==> src/rtl/count_down_timer_pkg.sv <==
// Shared definitions for the count-down timer: mode encodings, FSM states and
// BCD helpers for the {m1, m0, s1, s0, ms1, ms0} display format.
package count_down_timer_pkg;

  localparam int DATA_W = 24;
  localparam int DIGITS = 6;
  localparam int S1_IDX = 3;

  localparam logic [1:0] MODE_CLOCK     = 2'b00;
  localparam logic [1:0] MODE_ALARM_SET = 2'b01;
  localparam logic [1:0] MODE_STOPWATCH = 2'b10;
  localparam logic [1:0] MODE_TIMER     = 2'b11;

  localparam logic [3:0] DIGIT_MAX = 4'd9;
  localparam logic [3:0] TENS_MAX  = 4'd5;

  typedef enum logic [1:0] {
    ST_IDLE,
    ST_RUN,
    ST_PAUSE,
    ST_EXPIRED
  } state_e;

  // Tens-of-seconds wraps at 5; every other digit wraps at 9.
  function automatic logic [3:0] digit_limit(int idx);
    return (idx == S1_IDX) ? TENS_MAX : DIGIT_MAX;
  endfunction

  function automatic logic bcd_valid(logic [DATA_W-1:0] v);
    logic ok;
    ok = 1'b1;
    for (int i = 0; i < DIGITS; i++) begin
      if (v[i*4 +: 4] > digit_limit(i)) ok = 1'b0;
    end
    return ok;
  endfunction

  function automatic logic [DATA_W-1:0] bcd_dec(logic [DATA_W-1:0] v);
    logic [DATA_W-1:0] r;
    logic              borrow;
    logic [3:0]        d;
    r      = v;
    borrow = 1'b1;
    for (int i = 0; i < DIGITS; i++) begin
      d = r[i*4 +: 4];
      if (borrow) begin
        if (d == 4'd0) begin
          d = digit_limit(i);
        end else begin
          d      = d - 4'd1;
          borrow = 1'b0;
        end
      end
      r[i*4 +: 4] = d;
    end
    return r;
  endfunction

endpackage

==> src/rtl/count_down_timer_if.sv <==
// Control and display bundle between the mode/keypad logic and the timer.
interface count_down_timer_if;
  import count_down_timer_pkg::*;

  logic [1:0]        model;
  logic              load;
  logic [DATA_W-1:0] preset;
  logic              run;
  logic              clear;
  logic [DATA_W-1:0] timer_num;
  logic              running;
  logic              done;
  logic              alarm;
  logic              load_err;

  modport master (
    output model, load, preset, run, clear,
    input  timer_num, running, done, alarm, load_err
  );

  modport slave (
    input  model, load, preset, run, clear,
    output timer_num, running, done, alarm, load_err
  );

endinterface

==> src/rtl/count_down_timer_tick_gen.sv <==
// 10 ms tick enable: a one-cycle pulse every TICK_DIV enabled cycles.
module tick_gen #(
  parameter int TICK_DIV = 500000
) (
  input  logic clk,
  input  logic rst,
  input  logic en,
  input  logic restart,
  output logic tick
);

  localparam int            CW   = (TICK_DIV > 1) ? $clog2(TICK_DIV) : 1;
  localparam logic [CW-1:0] LAST = CW'(TICK_DIV - 1);

  logic [CW-1:0] cnt_q, cnt_d;

  always_comb begin
    tick  = en && (cnt_q == LAST);
    cnt_d = cnt_q;
    if (restart) begin
      cnt_d = '0;
    end else if (en) begin
      cnt_d = tick ? '0 : cnt_q + CW'(1);
    end
  end

  always_ff @(posedge clk) begin
    if (rst) cnt_q <= '0;
    else     cnt_q <= cnt_d;
  end

endmodule

==> src/rtl/count_down_timer.sv <==
// BCD count-down timer: loads a preset, decrements once per tick while running
// and holds an alarm for ALARM_TICKS ticks after reaching 00:00.00.
module count_down_timer #(
  parameter int TICK_DIV    = 500000,
  parameter int ALARM_TICKS = 300
) (
  input logic               clk,
  input logic               rst,
  count_down_timer_if.slave bus
);
  import count_down_timer_pkg::*;

  localparam int            AW         = $clog2(ALARM_TICKS + 1);
  localparam logic [AW-1:0] ALARM_LAST = AW'(ALARM_TICKS - 1);

  state_e            state_q, state_d;
  logic [DATA_W-1:0] count_q, count_d;
  logic [AW-1:0]     alarm_cnt_q, alarm_cnt_d;
  logic              done_q, done_d;
  logic              load_err_q, load_err_d;
  logic              alarm_q, running_q;
  logic              tick, restart, mode_ok, load_req, load_rej;

  tick_gen #(.TICK_DIV(TICK_DIV)) u_tick_gen (
    .clk     (clk),
    .rst     (rst),
    .en      ((state_q == ST_RUN) || (state_q == ST_EXPIRED)),
    .restart (restart),
    .tick    (tick)
  );

  always_comb begin
    mode_ok     = (bus.model == MODE_TIMER);
    load_req    = bus.load && mode_ok && (state_q != ST_RUN);
    load_rej    = load_req && !bcd_valid(bus.preset);
    state_d     = state_q;
    count_d     = count_q;
    alarm_cnt_d = alarm_cnt_q;
    done_d      = 1'b0;
    load_err_d  = 1'b0;

    if (bus.clear) begin
      count_d     = '0;
      state_d     = ST_IDLE;
      alarm_cnt_d = '0;
    end else if (load_req && !load_rej) begin
      count_d     = bus.preset;
      state_d     = ST_IDLE;
      alarm_cnt_d = '0;
    end else begin
      // A rejected load blocks run/pause control this cycle, but the alarm keeps timing.
      load_err_d = load_rej;
      unique case (state_q)
        ST_IDLE: begin
          if (!load_rej && bus.run && mode_ok && (count_q != '0)) state_d = ST_RUN;
        end
        ST_RUN: begin
          if (!bus.run || !mode_ok) begin
            state_d = ST_PAUSE;
          end else if (tick) begin
            count_d = bcd_dec(count_q);
            if (count_q == DATA_W'(1)) begin
              state_d     = ST_EXPIRED;
              done_d      = 1'b1;
              alarm_cnt_d = '0;
            end
          end
        end
        ST_PAUSE: begin
          if (!load_rej && bus.run && mode_ok) state_d = ST_RUN;
        end
        ST_EXPIRED: begin
          if (tick) begin
            if (alarm_cnt_q == ALARM_LAST) begin
              state_d     = ST_IDLE;
              alarm_cnt_d = '0;
            end else begin
              alarm_cnt_d = alarm_cnt_q + AW'(1);
            end
          end
        end
        default: state_d = ST_IDLE;
      endcase
    end

    restart = bus.clear ||
              ((state_d != state_q) && ((state_d == ST_RUN) || (state_d == ST_EXPIRED)));
  end

  always_ff @(posedge clk) begin
    if (rst) begin
      state_q     <= ST_IDLE;
      count_q     <= '0;
      alarm_cnt_q <= '0;
      done_q      <= 1'b0;
      load_err_q  <= 1'b0;
      alarm_q     <= 1'b0;
      running_q   <= 1'b0;
    end else begin
      state_q     <= state_d;
      count_q     <= count_d;
      alarm_cnt_q <= alarm_cnt_d;
      done_q      <= done_d;
      load_err_q  <= load_err_d;
      alarm_q     <= (state_d == ST_EXPIRED);
      running_q   <= (state_d == ST_RUN);
    end
  end

  assign bus.timer_num = count_q;
  assign bus.running   = running_q;
  assign bus.done      = done_q;
  assign bus.alarm     = alarm_q;
  assign bus.load_err  = load_err_q;

endmodule

==> src/flat_wrapper.sv <==
// flat-port wrapper written by rule: the top's interface ports become plain ports
module count_down_timer_flat import count_down_timer_pkg::*;
#(
  parameter int TICK_DIV    = 500000,
  parameter int ALARM_TICKS = 300
)
  (clk, rst, bus_model, bus_load, bus_preset, bus_run, bus_clear, bus_timer_num, bus_running, bus_done, bus_alarm, bus_load_err);
  count_down_timer_if bus_i ();
  input logic clk;
  input logic rst;
  input wire logic [$bits(bus_i.model)-1:0] bus_model;
  input wire logic [$bits(bus_i.load)-1:0] bus_load;
  input wire logic [$bits(bus_i.preset)-1:0] bus_preset;
  input wire logic [$bits(bus_i.run)-1:0] bus_run;
  input wire logic [$bits(bus_i.clear)-1:0] bus_clear;
  output wire logic [$bits(bus_i.timer_num)-1:0] bus_timer_num;
  output wire logic [$bits(bus_i.running)-1:0] bus_running;
  output wire logic [$bits(bus_i.done)-1:0] bus_done;
  output wire logic [$bits(bus_i.alarm)-1:0] bus_alarm;
  output wire logic [$bits(bus_i.load_err)-1:0] bus_load_err;
  assign bus_i.model = bus_model;
  assign bus_i.load = bus_load;
  assign bus_i.preset = bus_preset;
  assign bus_i.run = bus_run;
  assign bus_i.clear = bus_clear;
  assign bus_timer_num = bus_i.timer_num;
  assign bus_running = bus_i.running;
  assign bus_done = bus_i.done;
  assign bus_alarm = bus_i.alarm;
  assign bus_load_err = bus_i.load_err;
  count_down_timer #(.TICK_DIV(TICK_DIV), .ALARM_TICKS(ALARM_TICKS)) u_core (.clk(clk), .rst(rst), .bus(bus_i));
endmodule
==> config.mk <==
export PLATFORM = sky130hd
export DESIGN_NAME = count_down_timer_flat
export DESIGN_NICKNAME = d
export VERILOG_FILES = /design/src/rtl/count_down_timer_pkg.sv /design/src/rtl/count_down_timer_if.sv /design/src/rtl/count_down_timer_tick_gen.sv /design/src/rtl/count_down_timer.sv /design/src/flat_wrapper.sv
export SDC_FILE = /design/constraint.sdc
export NUM_CORES = 1
export LEC_CHECK = 0
export CORE_MARGIN = 1.5
export CORE_UTILIZATION = 50
export CTS_CLUSTER_DIAMETER = 200
export DETAILED_ROUTE_END_ITERATION = 7
export GPL_ROUTABILITY_DRIVEN = 0
export PLACE_DENSITY_LB_ADDON = 0.12
export SLEW_MARGIN = 5
export SYNTH_ARGS = -nofsm -noshare
export SYNTH_HDL_FRONTEND = slang
export SYNTH_SLANG_ARGS = --single-unit
==> constraint.sdc <==
create_clock -name clk -period 3.41 [get_ports clk]
set_input_delay 0.341 -clock clk [delete_from_list [all_inputs] [get_ports clk]]
set_output_delay 0.341 -clock clk [all_outputs]
set_load 0.01 [all_outputs]
# ---- Word-level counts from Yosys, hierarchy flattened
# Index checks and enable logic that the tools add are counted.
dict set report totals {
  register_bits 58
  inputBits 31
  output_inout_bits 28
  wordCells 162
}
dict set report op_classes {
  addsub 8
  order_cmp 6
  n_eq_ne 16
  muxes 73
  n_bitwise 2
  reduce_logical 44
}
# operator n
set ops {}
lappend ops {{2-to-1 mux 24 bit} 4}
lappend ops {{2-to-1 mux 9 bit} 5}
lappend ops {{2-to-1 mux 4 bit} 11}
lappend ops {{2-to-1 mux 1 bit} 41}
lappend ops {{equality test 24 x 1 -> 1 bit, second input constant} 1}
lappend ops {{logical NOT 4 bit} 6}
lappend ops {{nonzero test 24 bit} 1}
lappend ops {{subtractor 4 x 1 -> 4 bit, second input constant} 6}
lappend ops {{> comparator 4 bit, second input constant} 5}
lappend ops {{AND reduction 4 bit} 5}
lappend ops {{adder 19 x 1 -> 19 bit, second input constant} 1}
lappend ops {{equality test 19 bit, second input constant} 1}
lappend ops {{2-to-1 mux 19 bit} 1}
lappend ops {{2-to-1 mux 2 bit} 9}
lappend ops {{case mux 9 bit (2 select lines)} 1}
lappend ops {{nonzero test 2 bit} 8}
lappend ops {{adder 9 x 1 -> 9 bit, second input constant} 1}
lappend ops {{equality test 9 bit, second input constant} 1}
lappend ops {{logical AND 1 bit} 9}
lappend ops {{equality test 2 bit, second input constant} 4}
lappend ops {{!= test 2 x 1 -> 1 bit, second input constant} 4}
lappend ops {{case mux 2 bit (4 select lines)} 1}
lappend ops {{OR reduction 6 bit} 1}
lappend ops {{AND reduction 5 bit} 1}
lappend ops {{11 further kinds} 21}

# ---- Logic depth before layout (Yosys ltp)
# Gate-level depths: netlist of run 1.
dict set report depth {
  word_depth 42
  mapped_depth 9
  ltp_nobuf 7
}

# ---- Cells and area by module
# From an unflattened synthesis of run 1, not the netlist that was laid out.
dict set report unflattened {
  hier_cells 383
  hier_area_um2 3251.9
}
# mod instances cells_each area_each_um2 seq_area_each_um2
set modules_own_cells {}
lappend modules_own_cells {count_down_timer 1 272 2288.4 780.7}
lappend modules_own_cells {tick_gen 1 111 963.4 380.4}

# ---- Worst setup path before layout of run 1
# OpenSTA, ideal clock, no wires.
dict set report synth_timing {
  path_kind {flip-flop to flip-flop}
  startpoint {reg u_core.u_tick_gen.cnt_q[14]}
  endpoint {reg u_core.count_q[1], in the netlist u_core.bus.timer_num[1]}
  setup_ps 74
  arrival_time_ps 2282
  required_ps 3336
  setup_slack_ps 1054
  stages_incl_launch_ff 7
  n_path_buf 0
  synth_period_minus_slack_ps 2356
  cell_sequence {dfxtp_1 or4_4 nor4_4 nand2_2 or3_4 or4b_1 a31oi_1}
}
dict set report synth_via {
  elab_chain_len 4
}
# element line
set synth_rtl {}
lappend synth_rtl {{from (decl)} count_down_timer_tick_gen.sv:15} ;# logic [CW-1:0] cnt_q, cnt_d;
lappend synth_rtl {{from (signal assigned)} count_down_timer_tick_gen.sv:29} ;# else cnt_q <= cnt_d;
lappend synth_rtl {{equality test 19 bit} count_down_timer_tick_gen.sv:18} ;# tick = en && (cnt_q == LAST);
lappend synth_rtl {{logical AND 1 bit} count_down_timer_tick_gen.sv:18}
lappend synth_rtl {{nonzero test 2 bit (no line)} --}
lappend synth_rtl {{AND reduction 3 bit (no line)} --}
lappend synth_rtl {{to (signal assigned)} count_down_timer.sv:101} ;# count_q <= count_d;
lappend synth_rtl {{to (decl)} count_down_timer.sv:17} ;# logic [DATA_W-1:0] count_q, count_d;
# No other way between the ends.
# A chain may end at the register's enable or synchronous reset.

# ---- Final worst setup path of run 1
dict set report layout_timing {
  startpoint {reg u_core.u_tick_gen.cnt_q[13]}
  endpoint {reg u_core.count_q[5], in the netlist u_core.bus.timer_num[5]}
}
dict set report layout_via {
  elab_chain_len 4
}
# element line
set layout_rtl {}
lappend layout_rtl {{equality test 19 bit} count_down_timer_tick_gen.sv:18}
lappend layout_rtl {{logical AND 1 bit} count_down_timer_tick_gen.sv:18}
lappend layout_rtl {{nonzero test 2 bit (no line)} --}
lappend layout_rtl {{AND reduction 4 bit (no line)} --}
# No other way between the ends.

==> results of run 1 <==
-- Yosys cell counts (all sizes together) (3+ instances only) --
library cell / count
a211oi: 3
a21oi: 13
a31oi: 8
and2: 6
and3: 4
and4: 3
buf: 3
clkbuf: 11
dfxtp: 58
inv: 4
nand2: 32
nand3: 17
nand4: 10
nor2: 42
nor2b: 6
nor3: 31
nor3b: 3
nor4: 16
o211ai: 3
o21a: 5
o21ai: 24
o2bb2ai: 4
or2: 6
or3: 5
or4: 4
xnor2: 23
xor2: 7
-- metrics by stage --
stage	setup slack (ns)	util	instances	area, um^2
floorplan	1.05	-	372	3010
global placement	0.810	0.627	496	3670
detailed placement	0.729	0.627	496	3670
CTS	0.713	0.657	510	3850
global route	0.579	0.657	510	3850
finish	0.709	0.657	510	3850
-- registers in the layout, summed over array words and instances (netlist names) --
register                 flops
u_core.u_tick_gen.cnt_q     19
u_core.alarm_cnt_q           9
u_core.state_q               2
u_core.bus.done              1
u_core.bus.running           1
u_core.bus.alarm             1
u_core.bus.timer_num        24
u_core.bus.load_err          1
-- cells by family (layout without fill, tap and decap cells) --
logic type / Yosys count / count (layout) / share of synthesized area
AND/OR/NAND/NOR: 192 / 192 / 0.341
AO/OA/AOI/OAI: 69 / 69 / 0.144
flip-flops: 58 / 58 / 0.386
XOR/XNOR: 30 / 30 / 0.0872
buffers and inverters: 18 / 81 / 0.0233
multiplexers: 3 / 3 / 0.0104
adder cells (fa/ha/maj): 2 / 2 / 0.00831
-- layer usage --
metal	share of wire	routed length, um	global-route usage
met1	0.47	3650	0.348
met2	0.46	3530	0.387
met3	0.053	411	0.0398
met4	0.015	112	0.102
met5	0	0	0
-- how the worst max path moves through the flow --
stage,cells past startpoint,to
after floorplan,6,u_core.bus.timer_num[1]
after global placement,7,u_core.bus.timer_num[5]
after detailed placement,7,u_core.bus.timer_num[5]
after CTS,7,u_core.bus.timer_num[5]
after global routing,7,u_core.bus.timer_num[5]
final,7,u_core.bus.timer_num[5]
-- layout make-up --
| cell class | count | area (um^2) | share of cell area |
|---|---|---|---|
| multi-input cells | 296 | 1780 | 0.463 |
| repair buffers | 63 | 618 | 0.161 |
| clock inverters | 2 | 12.5 | 0.00325 |
| well taps | 75 | 93.8 | 0.0244 |
| flip-flops and latches | 58 | 1160 | 0.302 |
| clock buffers | 12 | 165 | 0.0429 |
| inverters | 4 | 15.0 | 0.00390 |
-- power breakdown --
group	leakage, nW	switching (W)	internal [W]	total, W
logic	0.691	0.0000328	0.0000398	0.0000726
clock network	0.0903	0.000264	0.000314	0.000578
registers	0.467	0.000000712	0.000678	0.000679
total	1.25	0.000297	0.00103	0.00133
-- worst min-delay path: cells and delay by family (launching register included) --
| family | cells | cell delay [ns] |
|---|---|---|
| AO/OA/AOI/OAI | 1 | 0.07 |
| flip-flops | 1 | 0.32 |
| AND/OR/NAND/NOR | 1 | 0.05 |
==> results.sh, run 1 <==
export IMPL_synth_fp_nets=405
export IMPL_die_h_um=80.6
export IMPL_post_drt_via_cell_ratio=5.85
export IMPL_portBuffers=58
export IMPL_rr_endpoint="u_core.bus.timer_num[5]"
export IMPL_grt_antenna_before_repair=0
export IMPL_setup_viol=0
export IMPL_hold_viol=0
export IMPL_die_area_um2=6500
export IMPL_post_cts_resized=0
export IMPL_synth_area_leader_cell="dfxtp_1"
export IMPL_ir_worst_vdd_v=0.000269
export IMPL_syn_inst=372
export IMPL_routed_wirelength_mm=7.70
export IMPL_timing_rr_start="u_core.u_tick_gen.cnt_q[13]"
export IMPL_synth_top_area_frac=0.386
export IMPL_dieWidth_um=80.6
export IMPL_synthFlopType="dfxtp_1"
export IMPL_nNetsFinal=465
export IMPL_ios=59
export IMPL_yosys_warnings=0
export IMPL_leakage_nw=1.25
export IMPL_hp_class="flip-flop to flip-flop"
export IMPL_synth_edf_count=0
export IMPL_clk_pin_slew_ns=0.07
export IMPL_synth_seq_area_share=0.386
export IMPL_start_util=0.515
export IMPL_max_stage_delay_ns=0.55
export IMPL_vias=2983
export IMPL_cp_data_arrival_time_ns=2.96
export IMPL_drive_gt1_frac=0.0713
export IMPL_fp_coreArea_um2=5850
export IMPL_cts_buffer_depth=2
export IMPL_synth_seq_cells=58
export IMPL_yosysUniqueCellTypes=51
export IMPL_drc=0
export IMPL_worstRegToRegCells=7
export IMPL_finalCritPeriodShare=0.792
export IMPL_holdBufCountCts=0
export IMPL_required_ns=3.67
export IMPL_crit_type="flip-flop to flip-flop"
export IMPL_synth_async_sr_flop_share=0
export IMPL_postCtsSetupBuffers=0
export IMPL_p_total_w=0.00133
export IMPL_cp_max_fo=12
export IMPL_grt_max_degree=31
export IMPL_syn_area_um2=3010
export IMPL_cts_sinks=58
export IMPL_max_freq_ghz=0.370
export IMPL_grt_pass1_vias=2705
export IMPL_routedWlPerCell_um=15.1
export IMPL_rows=28
export IMPL_worstHoldPathCells=2
export IMPL_slew_headroom=0.565
export IMPL_cts_buffers=9
export IMPL_drtAntennaViolNets=0
export IMPL_tightest_slew_ns=0.643
export IMPL_final_setup_tns_ns=0
export IMPL_timing_max_cap_violations=0
export IMPL_end_kind="flip-flop"
export IMPL_reg2reg_slack_ns=0.71
export IMPL_cts_max_level=3
export IMPL_cp_top_family="simple AND/OR/NAND/NOR gates"
export IMPL_grt_overflow=0
export IMPL_crit_path_frequent_cell="or3_1"
export IMPL_grt_usage=0.252
export IMPL_dpl_hpwl_mm=5.55
export IMPL_fillCellCount=554
export IMPL_first_pass_iters=4
export IMPL_rsz0062_at_grt="no"
export IMPL_area_growth_pct=27.7
export IMPL_status="completed"
export IMPL_worstSkewPairLatency_ns=0.33
export IMPL_hold_ws_ns=0.493
export IMPL_start_kind="flip-flop"
export IMPL_syn_area_per_cell_um2=8.10
export IMPL_grt_pass1_wl_mm=12.6
export IMPL_holdCritStartpoint="u_core.bus.timer_num[17]"
export IMPL_crit_start="u_core.u_tick_gen.cnt_q[13]"
export IMPL_final_cell_mix="clkdlybuf4s50_1, dfxtp_1, nor2_1"
export IMPL_cts_tree="done"
export IMPL_power_density_nw_per_um2=346
export IMPL_cp_slowest_cell="or4b_1"
export IMPL_path_cells="or4b_1, nor4_2, nand3_1, buf_4, or3_1, or3_1, a31oi_1"
export IMPL_detail_route_iter0_violations=223
export IMPL_min_to="u_core.bus.timer_num[17]"
export IMPL_clockRootBuffer="clkbuf_8"
export IMPL_fin_crit_ns=2.70
export IMPL_worst_path_buf_inv=1
export IMPL_post_synth_main_area_contributors="dfxtp_1, xnor2_1, nor2_1, nor3_1, nand2_1"
export IMPL_drv_slew=0
export IMPL_finClkSkew_ns=0.00665
export IMPL_diodes=0
Power figures use the tool's default switching activity.
==> run 2, diff against run 1 <==
--- a/config.mk
+++ b/config.mk
@@ -6,7 +6,7 @@
 export NUM_CORES = 1
 export LEC_CHECK = 0
 export CORE_MARGIN = 1.5
-export CORE_UTILIZATION = 50
+export CORE_UTILIZATION = 47
 export CTS_CLUSTER_DIAMETER = 200
 export DETAILED_ROUTE_END_ITERATION = 7
 export GPL_ROUTABILITY_DRIVEN = 0
==> constraint.sdc (replaced) <==
create_clock -name clk -period 2.3 [get_ports clk]
set_input_delay 0.23 -clock clk [delete_from_list [all_inputs] [get_ports clk]]
set_output_delay 0.23 -clock clk [all_outputs]
set_load 0.01 [all_outputs]
==> results.sh, run 2 (synthesis gave the netlist of run 1 again) <==
export IMPL_leakage_nw=1.53
export IMPL_cts_max_level=3
export IMPL_setup_viol=1
export IMPL_final_cell_mix="clkdlybuf4s50_1, dfxtp_1, buf_4"
export IMPL_cp_slowest_cell="or4b_4"
export IMPL_dieWidth_um=83.1
export IMPL_rows=28
export IMPL_clockRootBuffer="clkbuf_8"
export IMPL_path_cells="or4b_4, nor4_4, nand2_2, or3_4, or4b_1, a31oi_1"
export IMPL_hp_class="primary input to flip-flop"
export IMPL_end_kind="flip-flop"
export IMPL_post_drt_via_cell_ratio=5.67
export IMPL_grt_usage=0.248
export IMPL_hold_ws_ns=0.486
export IMPL_finClkSkew_ns=0.00831
export IMPL_ir_worst_vdd_v=0.000473
export IMPL_first_pass_iters=5
export IMPL_grt_pass1_wl_mm=13.9
export IMPL_hold_viol=0
export IMPL_drc=0
export IMPL_fin_util=0.727
export IMPL_drive_gt1_frac=0.200
export IMPL_max_stage_delay_ns=0.57
export IMPL_clk_pin_slew_ns=0.06
export IMPL_diodes=0
export IMPL_start_util=0.497
export IMPL_max_freq_ghz=0.434
export IMPL_worstRegToRegCells=6
export IMPL_grt_overflow=0
export IMPL_timing_max_cap_violations=0
export IMPL_worstSkewPairLatency_ns=0.33
export IMPL_portBuffers=58
export IMPL_grt_max_degree=31
export IMPL_power_density_nw_per_um2=506
export IMPL_cp_max_fo=3
export IMPL_area_growth_pct=46.3
export IMPL_fillCellCount=479
export IMPL_grt_pass1_vias=2920
export IMPL_fin_ws_ns=-0.00519
export IMPL_tightest_slew_ns=0.456
export IMPL_crit_type="flip-flop to flip-flop"
export IMPL_dpl_hpwl_mm=5.91
export IMPL_required_ns=2.56
export IMPL_drv_slew=0
export IMPL_fp_coreArea_um2=6060
export IMPL_final_setup_tns_ns=-0.00519
export IMPL_vias=3139
export IMPL_fin_crit_ns=2.31
export IMPL_violations="setup timing"
export IMPL_die_area_um2=6900
export IMPL_place_ws_ns=-0.0111
export IMPL_cts_buffer_depth=2
export IMPL_routedWlPerCell_um=15.6
export IMPL_nNetsFinal=507
export IMPL_rsz0062_at_grt="yes"
export IMPL_cts_sinks=58
export IMPL_cp_data_arrival_time_ns=2.57
export IMPL_routed_wirelength_mm=8.65
export IMPL_finalCritPeriodShare=1.00
export IMPL_worst_path_buf_inv=0
export IMPL_detail_route_iter0_violations=236
export IMPL_grt_antenna_before_repair=0
export IMPL_die_h_um=83.1
export IMPL_p_total_w=0.00223
export IMPL_status="finished with violations"
export IMPL_cts_tree="done"
export IMPL_largest_reg_flops=24
export IMPL_ios=59
export IMPL_cp_depth=6
export IMPL_worstHoldPathCells=2
export IMPL_cp_top_family="simple AND/OR/NAND/NOR gates"
export IMPL_cts_buffers=9
export IMPL_drtAntennaViolNets=0
export IMPL_start_kind="flip-flop"
export IMPL_slew_headroom=0.695
export IMPL_holdBufCountCts=0
## run 2: changes by cell type in the layout (fill, tap and decap cells not counted), moves of 2 or more
cell       previous run  this run
nor4_4                1         4
bufinv_16             0         2
nor3_2                0         8
nor4_1               13        10
buf_6                 0         2
buf_4                 5        43
nor3_1               31        22
## run 2: worst reg2reg max path, stage by stage (launching register included)
cell and delay (ns):
dfxtp_1 0.31, or4b_4 0.57, nor4_4 0.29, nand2_2 0.11, or3_4 0.34, or4b_1 0.46, a31oi_1 0.16
## run 2: report_power, final
group | leakage, nW | switching (W) | internal [W]
clock network | 0.119 | 0.000411 | 0.000697
registers | 0.467 | 0.000000966 | 0.00101
logic | 0.943 | 0.0000531 | 0.0000644
total | 1.53 | 0.000465 | 0.00177
## run 2: metrics by stage
stage | area [um^2] | std cells
after detailed placement | 3950 | 531
after global placement | 3950 | 531
after floorplan | 3020 | 372
after global routing | 4410 | 554
after CTS | 4230 | 548
final | 4410 | 554
## run 2: final timing paths
path,start,endpoint,slack [ns]
hold / removal,bus_preset[22],u_core.bus.timer_num[22],0.49
setup / recovery,u_core.u_tick_gen.cnt_q[10],u_core.bus.timer_num[1],-0.005
hold reg to reg,u_core.alarm_cnt_q[1],u_core.alarm_cnt_q[1],0.51
setup reg to reg,u_core.u_tick_gen.cnt_q[10],u_core.bus.timer_num[1],-0.005
## run 2: per-layer routing
metal	global-route usage	part of all wire	wire (um)
met1	0.334	0.45	3930
met4	0.0970	0.017	145
met3	0.0537	0.055	474
met5	0	0	0
met2	0.388	0.47	4100
## run 2: final cells by class
class,instances,area [um^2],area share
clock buffer,12,165,0.0375
clock inverter,4,72.6,0.0165
inverter,4,15.0,0.00341
multi-input combinational,296,1930,0.437
sequential,58,1160,0.264
tap,75,93.8,0.0213
timing repair buffer,105,971,0.220
## run 2: what timing repair did
action | CTS | global route
endpoints found under the hold margin | 0 | 0
setup buffers | 1 | 3
pin swaps | 3 | 6
gates resized for setup | 5 | 20
gates cloned | 0 | 3
setup endpoints to repair | 7 | 43
==> run 3, diff against run 2 <==
--- a/config.mk
+++ b/config.mk
@@ -8,6 +8,7 @@
 export CORE_MARGIN = 1.5
 export CORE_UTILIZATION = 47
 export CTS_CLUSTER_DIAMETER = 200
+export CTS_CLUSTER_SIZE = 28
 export DETAILED_ROUTE_END_ITERATION = 7
 export GPL_ROUTABILITY_DRIVEN = 0
 export PLACE_DENSITY_LB_ADDON = 0.12
==> results of run 3 <==
Final layout, timing and power as in run 2 (identical DEF).
